File: config.mk
export PLATFORM = sky130hd
export DESIGN_NAME = alu_writeback_stage_flat
export DESIGN_NICKNAME = d
export VERILOG_FILES = /design/src/rtl/alu_pkg.sv /design/src/rtl/alu_writeback_stage_if.sv /design/src/rtl/alu_flag_mask_decode.sv /design/src/rtl/alu_writeback_stage.sv /design/src/flat_wrapper.sv
export SDC_FILE = /design/constraint.sdc
export NUM_CORES = 1
export LEC_CHECK = 0
export ABC_AREA = 1
export BUFFER_PORTS_ARGS = -buffer_cell sky130_fd_sc_hd__buf_2
export CORE_MARGIN = 2
export CORE_UTILIZATION = 43
export CTS_CLUSTER_DIAMETER = 100
export CTS_CLUSTER_SIZE = 10
export DETAILED_ROUTE_END_ITERATION = 12
export GPL_TIMING_DRIVEN = 1
export PLACE_DENSITY = 0.76
export SKIP_LAST_GASP = 1
export SLEW_MARGIN = 20
export SYNTH_ARGS = -nofsm -noshare
export SYNTH_HDL_FRONTEND = slang
export SYNTH_HIERARCHICAL = 1
export SYNTH_SLANG_ARGS = --single-unit
File: constraint.sdc
create_clock -name clk -period 1.1 [get_ports clk]
set_input_delay 0.11 -clock clk [delete_from_list [all_inputs] [get_ports clk]]
set_output_delay 0.11 -clock clk [all_outputs]
set_load 0.005 [all_outputs]
File: src/rtl/alu_pkg.sv
// Shared ALU definitions: opcode encodings, PSR flag indices, branch condition codes,
// per-class flag-update masks and the condition evaluator used by branch logic.
package alu_pkg;

  localparam logic [7:0] OP_ADD    = 8'h00;
  localparam logic [7:0] OP_ADDI   = 8'h08;
  localparam logic [7:0] OP_ADDU   = 8'h10;
  localparam logic [7:0] OP_ADDUI  = 8'h18;
  localparam logic [7:0] OP_ADDC   = 8'h20;
  localparam logic [7:0] OP_ADDCU  = 8'h28;
  localparam logic [7:0] OP_ADDCUI = 8'h30;
  localparam logic [7:0] OP_ADDCI  = 8'h38;
  localparam logic [7:0] OP_SUB    = 8'h40;
  localparam logic [7:0] OP_SUBI   = 8'h48;
  localparam logic [7:0] OP_CMP    = 8'h50;
  localparam logic [7:0] OP_CMPI   = 8'h58;
  localparam logic [7:0] OP_AND    = 8'h60;
  localparam logic [7:0] OP_OR     = 8'h68;
  localparam logic [7:0] OP_XOR    = 8'h70;
  localparam logic [7:0] OP_NOT    = 8'h78;
  localparam logic [7:0] OP_LSH    = 8'h80;
  localparam logic [7:0] OP_LSHI   = 8'h88;
  localparam logic [7:0] OP_RSH    = 8'h90;
  localparam logic [7:0] OP_RSHI   = 8'h98;
  localparam logic [7:0] OP_ALSH   = 8'hA0;
  localparam logic [7:0] OP_ARSH   = 8'hA8;
  localparam logic [7:0] OP_NOP    = 8'hB0;

  localparam int FLAG_Z = 4;
  localparam int FLAG_L = 3;
  localparam int FLAG_F = 2;
  localparam int FLAG_N = 1;
  localparam int FLAG_C = 0;

  localparam logic [3:0] CC_EQ = 4'b0000;
  localparam logic [3:0] CC_NE = 4'b0001;
  localparam logic [3:0] CC_CS = 4'b0010;
  localparam logic [3:0] CC_CC = 4'b0011;
  localparam logic [3:0] CC_HI = 4'b0100;
  localparam logic [3:0] CC_LS = 4'b0101;
  localparam logic [3:0] CC_GT = 4'b0110;
  localparam logic [3:0] CC_LE = 4'b0111;
  localparam logic [3:0] CC_FS = 4'b1000;
  localparam logic [3:0] CC_FC = 4'b1001;
  localparam logic [3:0] CC_LO = 4'b1010;
  localparam logic [3:0] CC_HS = 4'b1011;
  localparam logic [3:0] CC_LT = 4'b1100;
  localparam logic [3:0] CC_GE = 4'b1101;
  localparam logic [3:0] CC_UC = 4'b1110;
  localparam logic [3:0] CC_NV = 4'b1111;

  localparam logic [4:0] MASK_ARITH    = 5'b10101;
  localparam logic [4:0] MASK_UNSIGNED = 5'b10001;
  localparam logic [4:0] MASK_CMP      = 5'b11010;
  localparam logic [4:0] MASK_LOGIC    = 5'b10000;
  localparam logic [4:0] MASK_NONE     = 5'b00000;

  function automatic logic cond_eval(input logic [3:0] cond, input logic [4:0] flags);
    logic z, l, f, n, c;
    z = flags[FLAG_Z];
    l = flags[FLAG_L];
    f = flags[FLAG_F];
    n = flags[FLAG_N];
    c = flags[FLAG_C];
    case (cond)
      CC_EQ:   cond_eval = z;
      CC_NE:   cond_eval = !z;
      CC_CS:   cond_eval = c;
      CC_CC:   cond_eval = !c;
      CC_HI:   cond_eval = l;
      CC_LS:   cond_eval = !l;
      CC_GT:   cond_eval = n;
      CC_LE:   cond_eval = !n;
      CC_FS:   cond_eval = f;
      CC_FC:   cond_eval = !f;
      CC_LO:   cond_eval = !l && !z;
      CC_HS:   cond_eval = l || z;
      CC_LT:   cond_eval = !n && !z;
      CC_GE:   cond_eval = n || z;
      CC_UC:   cond_eval = 1'b1;
      default: cond_eval = 1'b0;
    endcase
  endfunction

endpackage

File: src/rtl/alu_writeback_stage_if.sv
// ALU-to-writeback input handshake plus the register-file write port.
// slave = the writeback stage's view, master = the surrounding pipeline's view.
interface alu_writeback_stage_if #(
  parameter int DATA_W = 16,
  parameter int REG_AW = 4
);
  logic              in_valid;
  logic              in_ready;
  logic [DATA_W-1:0] alu_c;
  logic [4:0]        alu_flags;
  logic [7:0]        alu_opcode;
  logic [REG_AW-1:0] dest_reg;
  logic              wb_valid;
  logic              wb_ready;
  logic [REG_AW-1:0] wb_addr;
  logic [DATA_W-1:0] wb_data;

  modport master (
    output in_valid, alu_c, alu_flags, alu_opcode, dest_reg, wb_ready,
    input  in_ready, wb_valid, wb_addr, wb_data
  );

  modport slave (
    input  in_valid, alu_c, alu_flags, alu_opcode, dest_reg, wb_ready,
    output in_ready, wb_valid, wb_addr, wb_data
  );
endinterface

File: src/rtl/alu_flag_mask_decode.sv
// Opcode decode: which PSR flags an instruction defines, and whether it writes a register.
// Latency: combinational. Backpressure: none, pure decode.
module alu_flag_mask_decode
  import alu_pkg::*;
(
  input  logic [7:0] opcode,
  output logic [4:0] mask,
  output logic       writes_reg
);

  always_comb begin
    mask       = MASK_NONE;
    writes_reg = 1'b1;
    case (opcode)
      OP_ADD, OP_ADDI, OP_ADDC, OP_ADDCI, OP_SUB, OP_SUBI: mask = MASK_ARITH;
      OP_ADDU, OP_ADDUI, OP_ADDCU, OP_ADDCUI:              mask = MASK_UNSIGNED;
      OP_AND, OP_OR, OP_XOR, OP_NOT, OP_LSH, OP_LSHI,
      OP_RSH, OP_RSHI, OP_ALSH, OP_ARSH:                   mask = MASK_LOGIC;
      OP_CMP, OP_CMPI: begin
        mask       = MASK_CMP;
        writes_reg = 1'b0;
      end
      // NOP and every undefined encoding: no flags, no write
      default: writes_reg = 1'b0;
    endcase
  end

endmodule

File: src/rtl/alu_writeback_stage.sv
// ALU writeback: one-entry result register to the regfile, PSR with per-opcode masks, retire count.
// Latency 1 cycle; in_ready = !wb_valid || wb_ready. Optional ALU_COND_EVAL_EN adds cond/cond_true.
module alu_writeback_stage
  import alu_pkg::*;
#(
  parameter int DATA_W = 16,
  parameter int REG_AW = 4,
  parameter int CNT_W  = 16
) (
  input  logic             clk,
  input  logic             reset,
  alu_writeback_stage_if.slave bus,
  output logic [4:0]       psr,
  output logic             carry_out,
  output logic [CNT_W-1:0] retired
`ifdef ALU_COND_EVAL_EN
  ,
  input  logic [3:0]       cond,
  output logic             cond_true
`endif
);

  logic [4:0]        mask;
  logic              writes_reg;
  logic              accept;
  logic              xfer;
  logic              wb_valid_q;
  logic [REG_AW-1:0] wb_addr_q;
  logic [DATA_W-1:0] wb_data_q;

  alu_flag_mask_decode u_decode (
    .opcode     (bus.alu_opcode),
    .mask       (mask),
    .writes_reg (writes_reg)
  );

  assign bus.in_ready = !wb_valid_q || bus.wb_ready;
  assign accept       = bus.in_valid && bus.in_ready;
  assign xfer         = wb_valid_q && bus.wb_ready;

  assign bus.wb_valid = wb_valid_q;
  assign bus.wb_addr  = wb_addr_q;
  assign bus.wb_data  = wb_data_q;
  assign carry_out    = psr[FLAG_C];

  always_ff @(posedge clk) begin
    if (reset) begin
      wb_valid_q <= 1'b0;
      wb_addr_q  <= '0;
      wb_data_q  <= '0;
      psr        <= '0;
      retired    <= '0;
    end else begin
      // A new write overwrites the entry that is leaving on this same edge
      if (accept && writes_reg) begin
        wb_valid_q <= 1'b1;
        wb_addr_q  <= bus.dest_reg;
        wb_data_q  <= bus.alu_c;
      end else if (xfer) begin
        wb_valid_q <= 1'b0;
      end
      if (accept) begin
        psr     <= (psr & ~mask) | (bus.alu_flags & mask);
        retired <= retired + CNT_W'(1);
      end
    end
  end

`ifdef ALU_COND_EVAL_EN
  assign cond_true = cond_eval(cond, psr);
`endif

endmodule

File: src/flat_wrapper.sv
// flat-port wrapper written by rule: the top's interface ports become plain ports
module alu_writeback_stage_flat import alu_pkg::*;
#(
  parameter int DATA_W = 16,
  parameter int REG_AW = 4,
  parameter int CNT_W  = 16
)
  (clk, reset, psr, carry_out, retired, bus_in_valid, bus_alu_c, bus_alu_flags, bus_alu_opcode, bus_dest_reg, bus_wb_ready, bus_in_ready, bus_wb_valid, bus_wb_addr, bus_wb_data);
  alu_writeback_stage_if #(.DATA_W(DATA_W), .REG_AW(REG_AW)) bus_i ();
  input  logic clk;
  input  logic reset;
  output logic [4:0] psr;
  output logic carry_out;
  output logic [CNT_W-1:0] retired;
  input wire logic [$bits(bus_i.in_valid)-1:0] bus_in_valid;
  input wire logic [$bits(bus_i.alu_c)-1:0] bus_alu_c;
  input wire logic [$bits(bus_i.alu_flags)-1:0] bus_alu_flags;
  input wire logic [$bits(bus_i.alu_opcode)-1:0] bus_alu_opcode;
  input wire logic [$bits(bus_i.dest_reg)-1:0] bus_dest_reg;
  input wire logic [$bits(bus_i.wb_ready)-1:0] bus_wb_ready;
  output wire logic [$bits(bus_i.in_ready)-1:0] bus_in_ready;
  output wire logic [$bits(bus_i.wb_valid)-1:0] bus_wb_valid;
  output wire logic [$bits(bus_i.wb_addr)-1:0] bus_wb_addr;
  output wire logic [$bits(bus_i.wb_data)-1:0] bus_wb_data;
  assign bus_i.in_valid = bus_in_valid;
  assign bus_i.alu_c = bus_alu_c;
  assign bus_i.alu_flags = bus_alu_flags;
  assign bus_i.alu_opcode = bus_alu_opcode;
  assign bus_i.dest_reg = bus_dest_reg;
  assign bus_i.wb_ready = bus_wb_ready;
  assign bus_in_ready = bus_i.in_ready;
  assign bus_wb_valid = bus_i.wb_valid;
  assign bus_wb_addr = bus_i.wb_addr;
  assign bus_wb_data = bus_i.wb_data;
  alu_writeback_stage #(.DATA_W(DATA_W), .REG_AW(REG_AW), .CNT_W(CNT_W)) u_core (.clk(clk), .reset(reset), .bus(bus_i), .psr(psr), .carry_out(carry_out), .retired(retired));
endmodule
# --- Word-level counts from Yosys, hierarchy flattened ---
# Cells that the tools add are included.
word_totals:
  ramBits: 0
  elab_cells: 47
  output_inout_bits: 44
  romBits: 0
  latchBits: 0
  regBits: 42
  memories: 0
op_classes:
  div_mod_pow: 0
  bitwise_logic: 4
  n_eq_ne: 21
  muxes: 4
  magnitude_cmp: 0
  n_reduce_logical: 12
  n_shift: 0
  add_sub_neg: 1
  multipliers: 0
ops:
  columns: ["operator", "count"]
  rows:
  - ["$eq 8x7->1 const B", 8]
  - ["$eq 8x8->1 const B", 6]
  - ["$eq 8x6->1 const B", 4]
  - ["$pmux 5 s4", 1]
  - ["$reduce_or 20->1", 1]
  - ["$add 16x1->16 const B", 1]
  - ["$eq 8x5->1 const B", 2]
  - ["$and 5x5->5", 2]
  - ["$reduce_or 10->1", 1]
  - ["$eq 8x4->1 const B", 1]
  - ["$logic_not 8->1", 1]
  - ["$reduce_or 6->1", 1]
  - ["$not 5->5", 1]
  - ["$or 5x5->5", 1]
  - ["$reduce_or 4->1", 1]
  - ["$logic_and 1x1->1", 3]
  - ["$mux 1", 3]
  - ["$reduce_bool 2->1", 1]
  - ["$reduce_or 2->1", 1]
  - ["$logic_not 1->1", 1]
  - ["$logic_or 1x1->1", 1]

# --- Longest topological paths before layout ---
depth:
  word_depth: 6
  depth_mapped: 12
  depth_no_buf: 11

# --- Modules after synthesis ---
# Netlist, hierarchy kept.
by_module_without_submodules:
  columns: ["mod", "n_inst", "area_per_inst_um2", "cells_per_inst"]
  rows:
  - ["alu_writeback_stage", 1, 1739.2, 238]
  - ["alu_flag_mask_decode", 1, 220.2, 48]

# --- Worst setup path after synthesis ---
# No wires, ideal clock.
synth_path:
  path_type: "register to register"
  startpoint: "register u_core.retired[0]"
  endpoint: "register u_core.retired[8]"
  setup_ps: 119
  period_less_slack_ps: 1242
  t_required_ps: 981
  arrival_time_ps: 1123
  slack_ps: -142
  stages_incl_launch_ff: 7
  path_cell_list: "dfxtp_1 -> ha_1 -> nand3_1 -> nor2_2 -> nand3_1 -> o21ai_0 -> a21oi_1"
synth_via:
  elab_chain_len: 1
synth_rtl:
  columns: ["element", "line_no", "text"]
  rows:
  - ["start, declared", "alu_writeback_stage.sv:15", "output logic [CNT_W-1:0] retired"]
  - ["start signal, assigned", "alu_writeback_stage.sv:64", "retired <= retired + CNT_W'(1);"]
  - ["$add 16x1->16", "alu_writeback_stage.sv:64", null]
# No other way between the ends.
# A chain may end at the register's enable or synchronous reset.

# --- Worst setup path in the final report ---
layout_path:
  startpoint: "register u_core.retired[1]"
  endpoint: "register u_core.retired[6]"
# The elaborated chain is that of the path after synthesis.

==> tab_implementation.tex <==
\begin{tabular}{lr}
\hline
Metric & Value \\
\hline
\multicolumn{2}{l}{\textbf{Clock network}} \\
\quad Number of clock buffers inserted by TritonCTS & 5 \\
\quad Clock input transition at the sequential cells of the worst setup and hold paths & 0.08 ns \\
\quad Number of sinks handled by clock tree synthesis & 42 \\
\quad TritonCTS clock tree & yes \\
\quad Root Buffer & sky130\_fd\_sc\_hd\_\_clkbuf\_8 \\
\quad Level count of the clock H-tree & 2 \\
\quad Clock Tree Buf Depth & 2 \\
\quad Insertion delay to the later sink of the worst-skew pair & 0.30 ns \\
\multicolumn{2}{l}{\textbf{Synth}} \\
\quad FF+latch count, synth & 42 \\
\quad Adder-cell share of the synthesized area & 0.006386 \\
\quad Area of the mapped netlist & 0.001959 sq mm \\
\quad Synthesized area divided by synthesized cell count & 6.851 sq um \\
\quad Count of different cell masters after synthesis & 26 \\
\quad Gate Count Post-Synth & 286 \\
\quad Synth area leaders & sky130\_fd\_sc\_hd\_\_dfxtp\_1 (43\%), sky130\_fd\_sc\_hd\_\_nand2\_1 (18\%), sky130\_fd\_sc\_hd\_\_a21oi\_1 (7.9\%), sky130\_fd\_sc\_hd\_\_nor2\_1 (5.9\%), sky130\_fd\_sc\_hd\_\_inv\_1 (4.2\%) \\
\quad Share of the synthesized area in the top cell type & 0.4291 \\
\quad Synthesis warning total & 6 \\
\quad Synthesized-area fraction occupied by and/or/nand/nor cells & 0.3736 \\
\quad Largest family of logic cells by synthesized area & simple AND/OR/NAND/NOR gates \\
\quad Multiplexer fraction of the synthesized cell area & 0 \\
\quad Xor and xnor fraction of the mapped netlist area & 0.004470 \\
\quad Part of the Yosys area used for sequential elements & 0.4291 \\
\quad Complex-gate fraction of the synthesized area & 0.1015 \\
\quad Post-synthesis net count & 324 \\
\quad Cell taking the most area after synthesis & sky130\_fd\_sc\_hd\_\_dfxtp\_1 \\
\multicolumn{2}{l}{\textbf{Worst setup path}} \\
\quad Worst R2R End & u\_core/retired[6] \\
\quad Class of the most critical setup path & reg -> reg \\
\quad Worst setup EP type & flip-flop \\
\quad Path depth of the worst reg2reg path & 6 \\
\quad Largest stage delay on the critical path & 0.38 ns \\
\quad Worst EP arrival & 1.43 ns \\
\quad Slowest CP cell & sky130\_fd\_sc\_hd\_\_dfxtp\_4 \\
\quad Crit. Startpoint & u\_core/retired[1] \\
\quad Origin of the critical flop-to-flop path & u\_core/retired[1] \\
\quad Worst reg2reg setup slack & -0.14 ns \\
\quad Worst setup SP type & flip-flop \\
\quad WP buf/inv & 1 \\
\quad Max FO, Critical Path & 5 \\
\quad Cell chain of the critical path & ha\_4 > nand3\_4 > nor2\_4 > buf\_4 > and3\_4 > nor3\_2 \\
\quad Worst EP required & 1.29 ns \\
\quad CP top delay family & simple AND/OR/NAND/NOR gates \\
\multicolumn{2}{l}{\textbf{Cells and area}} \\
\quad Layout cells sized above 1 & 0.4322 \\
\quad Net total in the final layout & 435 \\
\quad Final cell count without fillers & 450 \\
\quad Finished Core Util & 0.6749 \\
\quad Signed area change from the synthesized netlist to the final layout & 51.02\% \\
\quad Ant. Diodes & 0 \\
\quad Final standard cell area without fillers & 0.002959 sq mm \\
\quad Count of filler cells inserted in the layout & 364 \\
\multicolumn{2}{l}{\textbf{Place}} \\
\quad Worst slack at placement & -0.2365 ns \\
\quad Placed Instances & 432 \\
\quad Count of port buffers added during placement & 80 \\
\quad Placed wire-length estimate after detailed placement & 3627 um \\
\quad Weighted congestion at the end of routability-driven global placement & 0.8312 \\
\quad Area after DPL & 0.002616 sq mm \\
\multicolumn{2}{l}{\textbf{Die}} \\
\quad Area inside the core boundary & 0.004384 sq mm \\
\quad Die Outline Area & 0.005113 sq mm \\
\quad Die extent in x & 71.51 um \\
\quad Std-Cell Rows & 24 \\
\quad Starting density of the core & 0.4469 \\
\quad Top Ports & 81 \\
\quad Vertical die dimension & 71.51 um \\
\multicolumn{2}{l}{\textbf{Timing}} \\
\quad Transition at the pin with the smallest max-transition slack & 0.3839 ns \\
\quad Final Cycle Share & 1.132 \\
\quad Worst clock skew on the final layout & 0.007914 ns \\
\quad Final Critical Period & 1.245 ns \\
\quad Total negative setup slack & -1.317 ns \\
\quad Endpoints failing setup & 31 \\
\quad Relative max-transition margin & 0.7438 \\
\quad Slack of the critical path & -0.1449 ns \\
\quad Final Hold Vio Count & 0 \\
\quad Final-report max-slew violation count & 0 \\
\quad Max Clk Rate & 0.8033 GHz \\
\quad RSZ-0062 raised after global routing & true \\
\multicolumn{2}{l}{\textbf{Route}} \\
\quad Number of antenna-violating nets in the routed design & 0 \\
\quad DRT Wirelength & 5278 um \\
\quad Post-detailed-route DRC marker count & 0 \\
\quad Met2 WL post-DR & 2715 um \\
\quad Met3 WL post-DR & 287 um \\
\quad Via count & 2,174 \\
\quad Number of DRC markers after the initial detailed-route iteration & 74 \\
\quad Average via count per standard cell & 4.831 \\
\quad Met1 Wirelength & 2193 um \\
\quad Drt first pass iters & 4 \\
\quad Mean routed wirelength per cell & 11.73 um \\
\quad Highest routed layer & met4 \\
\multicolumn{2}{l}{\textbf{Global routing}} \\
\quad Global-route wire length before repair & 8452 um \\
\quad Maximum number of pins on one net before global-route repair & 24 \\
\quad Via count of the first global-routing pass & 1,996 \\
\quad Total global-route track usage & 0.2067 \\
\quad Antenna violations before repair & 0 \\
\quad Global route total overflow & 0 \\
\multicolumn{2}{l}{\textbf{Pwr}} \\
\quad Maximum vdd ir drop & 0.7736 mV \\
\quad Cell area power density & 1062 mW/mm\^{}2 \\
\quad Leakage power figure & 1.419 nW \\
\multicolumn{2}{l}{\textbf{Job}} \\
\quad Number of max-cap violations & 0 \\
\multicolumn{2}{l}{\textbf{Outcome}} \\
\quad Outcome & finished with violations \\
\quad Failing checks & setup timing \\
\multicolumn{2}{l}{\textbf{Min path}} \\
\quad Hold\_sp & bus\_alu\_c[12] \\
\quad Class of the tightest hold or removal check & in -> reg \\
\quad Endpoint, Worst Hold & u\_core/bus.wb\_data[12] \\
\quad Worst hold path depth & 3 \\
\hline
\end{tabular}
worst min-delay path: cells and delay by family:
kind / cells / cell delay, ns
compound gates: 1 / 0.05
simple gates: 1 / 0.05
buf+inv: 1 / 0.09
how the worst max path moves through the flow:
| stage | to | slack, ns | cells past startpoint |
|---|---|---|---|
| after global placement | u_core/bus.wb_data[1] | -0.18 | 11 |
| after detailed placement | u_core/bus.wb_data[3] | -0.24 | 11 |
| after global routing | u_core/retired[9] | -0.20 | 8 |
| after floorplan | u_core/bus.wb_valid | -0.02 | 12 |
| after CTS | u_core/retired[14] | -0.09 | 7 |
| final | u_core/retired[6] | -0.14 | 6 |
Yosys cell counts, drive strengths merged:
| cell type | number |
|---|---|
| a31oi | 1 |
| xor2 | 1 |
| o21bai | 1 |
| buf | 8 |
| nand4 | 5 |
| nand2 | 99 |
| dfxtp | 42 |
| o21ai | 6 |
| nor2 | 38 |
| ha | 1 |
| inv | 27 |
| and3 | 1 |
| and2 | 1 |
| nor3 | 2 |
| a21oi | 31 |
| nand3 | 17 |
| clkbuf | 4 |
| nor3b | 1 |
per-stage QoR:
step           hold WS, ns  power (mW)
6_report           0.04478       3.142
4_1_cts            0.04062       3.145
3_5_place_dp        0.3633       1.895
5_1_grt            0.04130       3.267
3_3_place_gp        0.3596       1.890
2_1_floorplan       0.1795       1.742
cell usage in the layout (no fill, tap or decap), types with 2 or more instances in the layout:
master	Yosys	routed
sky130_fd_sc_hd__o21ai_0	6	2
sky130_fd_sc_hd__clkbuf_8	0	5
sky130_fd_sc_hd__nor2_1	31	28
sky130_fd_sc_hd__nor2_4	1	3
sky130_fd_sc_hd__buf_12	0	2
sky130_fd_sc_hd__nand3_2	1	4
sky130_fd_sc_hd__inv_1	22	21
sky130_fd_sc_hd__buf_6	0	4
sky130_fd_sc_hd__nand3_1	16	12
sky130_fd_sc_hd__o21ai_2	0	2
sky130_fd_sc_hd__o21ai_1	0	2
sky130_fd_sc_hd__nand2_1	92	91
sky130_fd_sc_hd__nand4_1	5	5
sky130_fd_sc_hd__nand2_2	5	5
sky130_fd_sc_hd__dfxtp_1	42	35
sky130_fd_sc_hd__a21oi_1	31	26
sky130_fd_sc_hd__dfxtp_4	0	2
sky130_fd_sc_hd__buf_4	4	28
sky130_fd_sc_hd__dfxtp_2	0	5
sky130_fd_sc_hd__nand2_4	2	2
sky130_fd_sc_hd__inv_2	5	4
sky130_fd_sc_hd__buf_2	4	80
sky130_fd_sc_hd__a21oi_2	0	5
sky130_fd_sc_hd__nor2_2	6	7
repair_timing:
action                                 CTS  global route
resized for setup                       15            21
pin swaps                                6            11
gates cloned                             2             1
setup endpoints to repair               30            40
endpoints found under the hold margin    0             0
setup buffers                            4             4
hold buffers                             0             0
layer usage:
layer,GRT usage,up-vias
li1,-,1124
met2,0.3755,61
met4,0.07757,0
met5,0,-
met3,0.04501,8
met1,0.2359,981
logic make-up (layout without fill, tap and decap cells):
family | Yosys count | in the layout
AOI/OAI and AO/OA | 39 | 39
xor gates and xnor gates | 1 | 1
adders and majority gates | 1 | 1
buffers and inverters | 39 | 151
DFF | 42 | 42
and+or+nand+nor | 164 | 164
where the power goes:
part | internal (mW) | leakage (nW) | switching [mW]
Combinational | 0.175 | 1.02 | 0.181
Sequential | 1.54 | 0.343 | 0.0200
Clock | 0.677 | 0.0514 | 0.544
Total | 2.40 | 1.42 | 0.745
cell type report:
class | instances | area, sq um | area share
flip-flops and latches | 42 | 854.6 | 0.2888
repair buffers | 116 | 755.7 | 0.2554
clock buffers | 6 | 72.57 | 0.02452
multi-input cells | 205 | 1065 | 0.3598
inverters | 27 | 108.9 | 0.03679
clock inverters | 2 | 37.54 | 0.01268
well taps | 52 | 65.06 | 0.02199
Power figures use the tool's default switching activity.
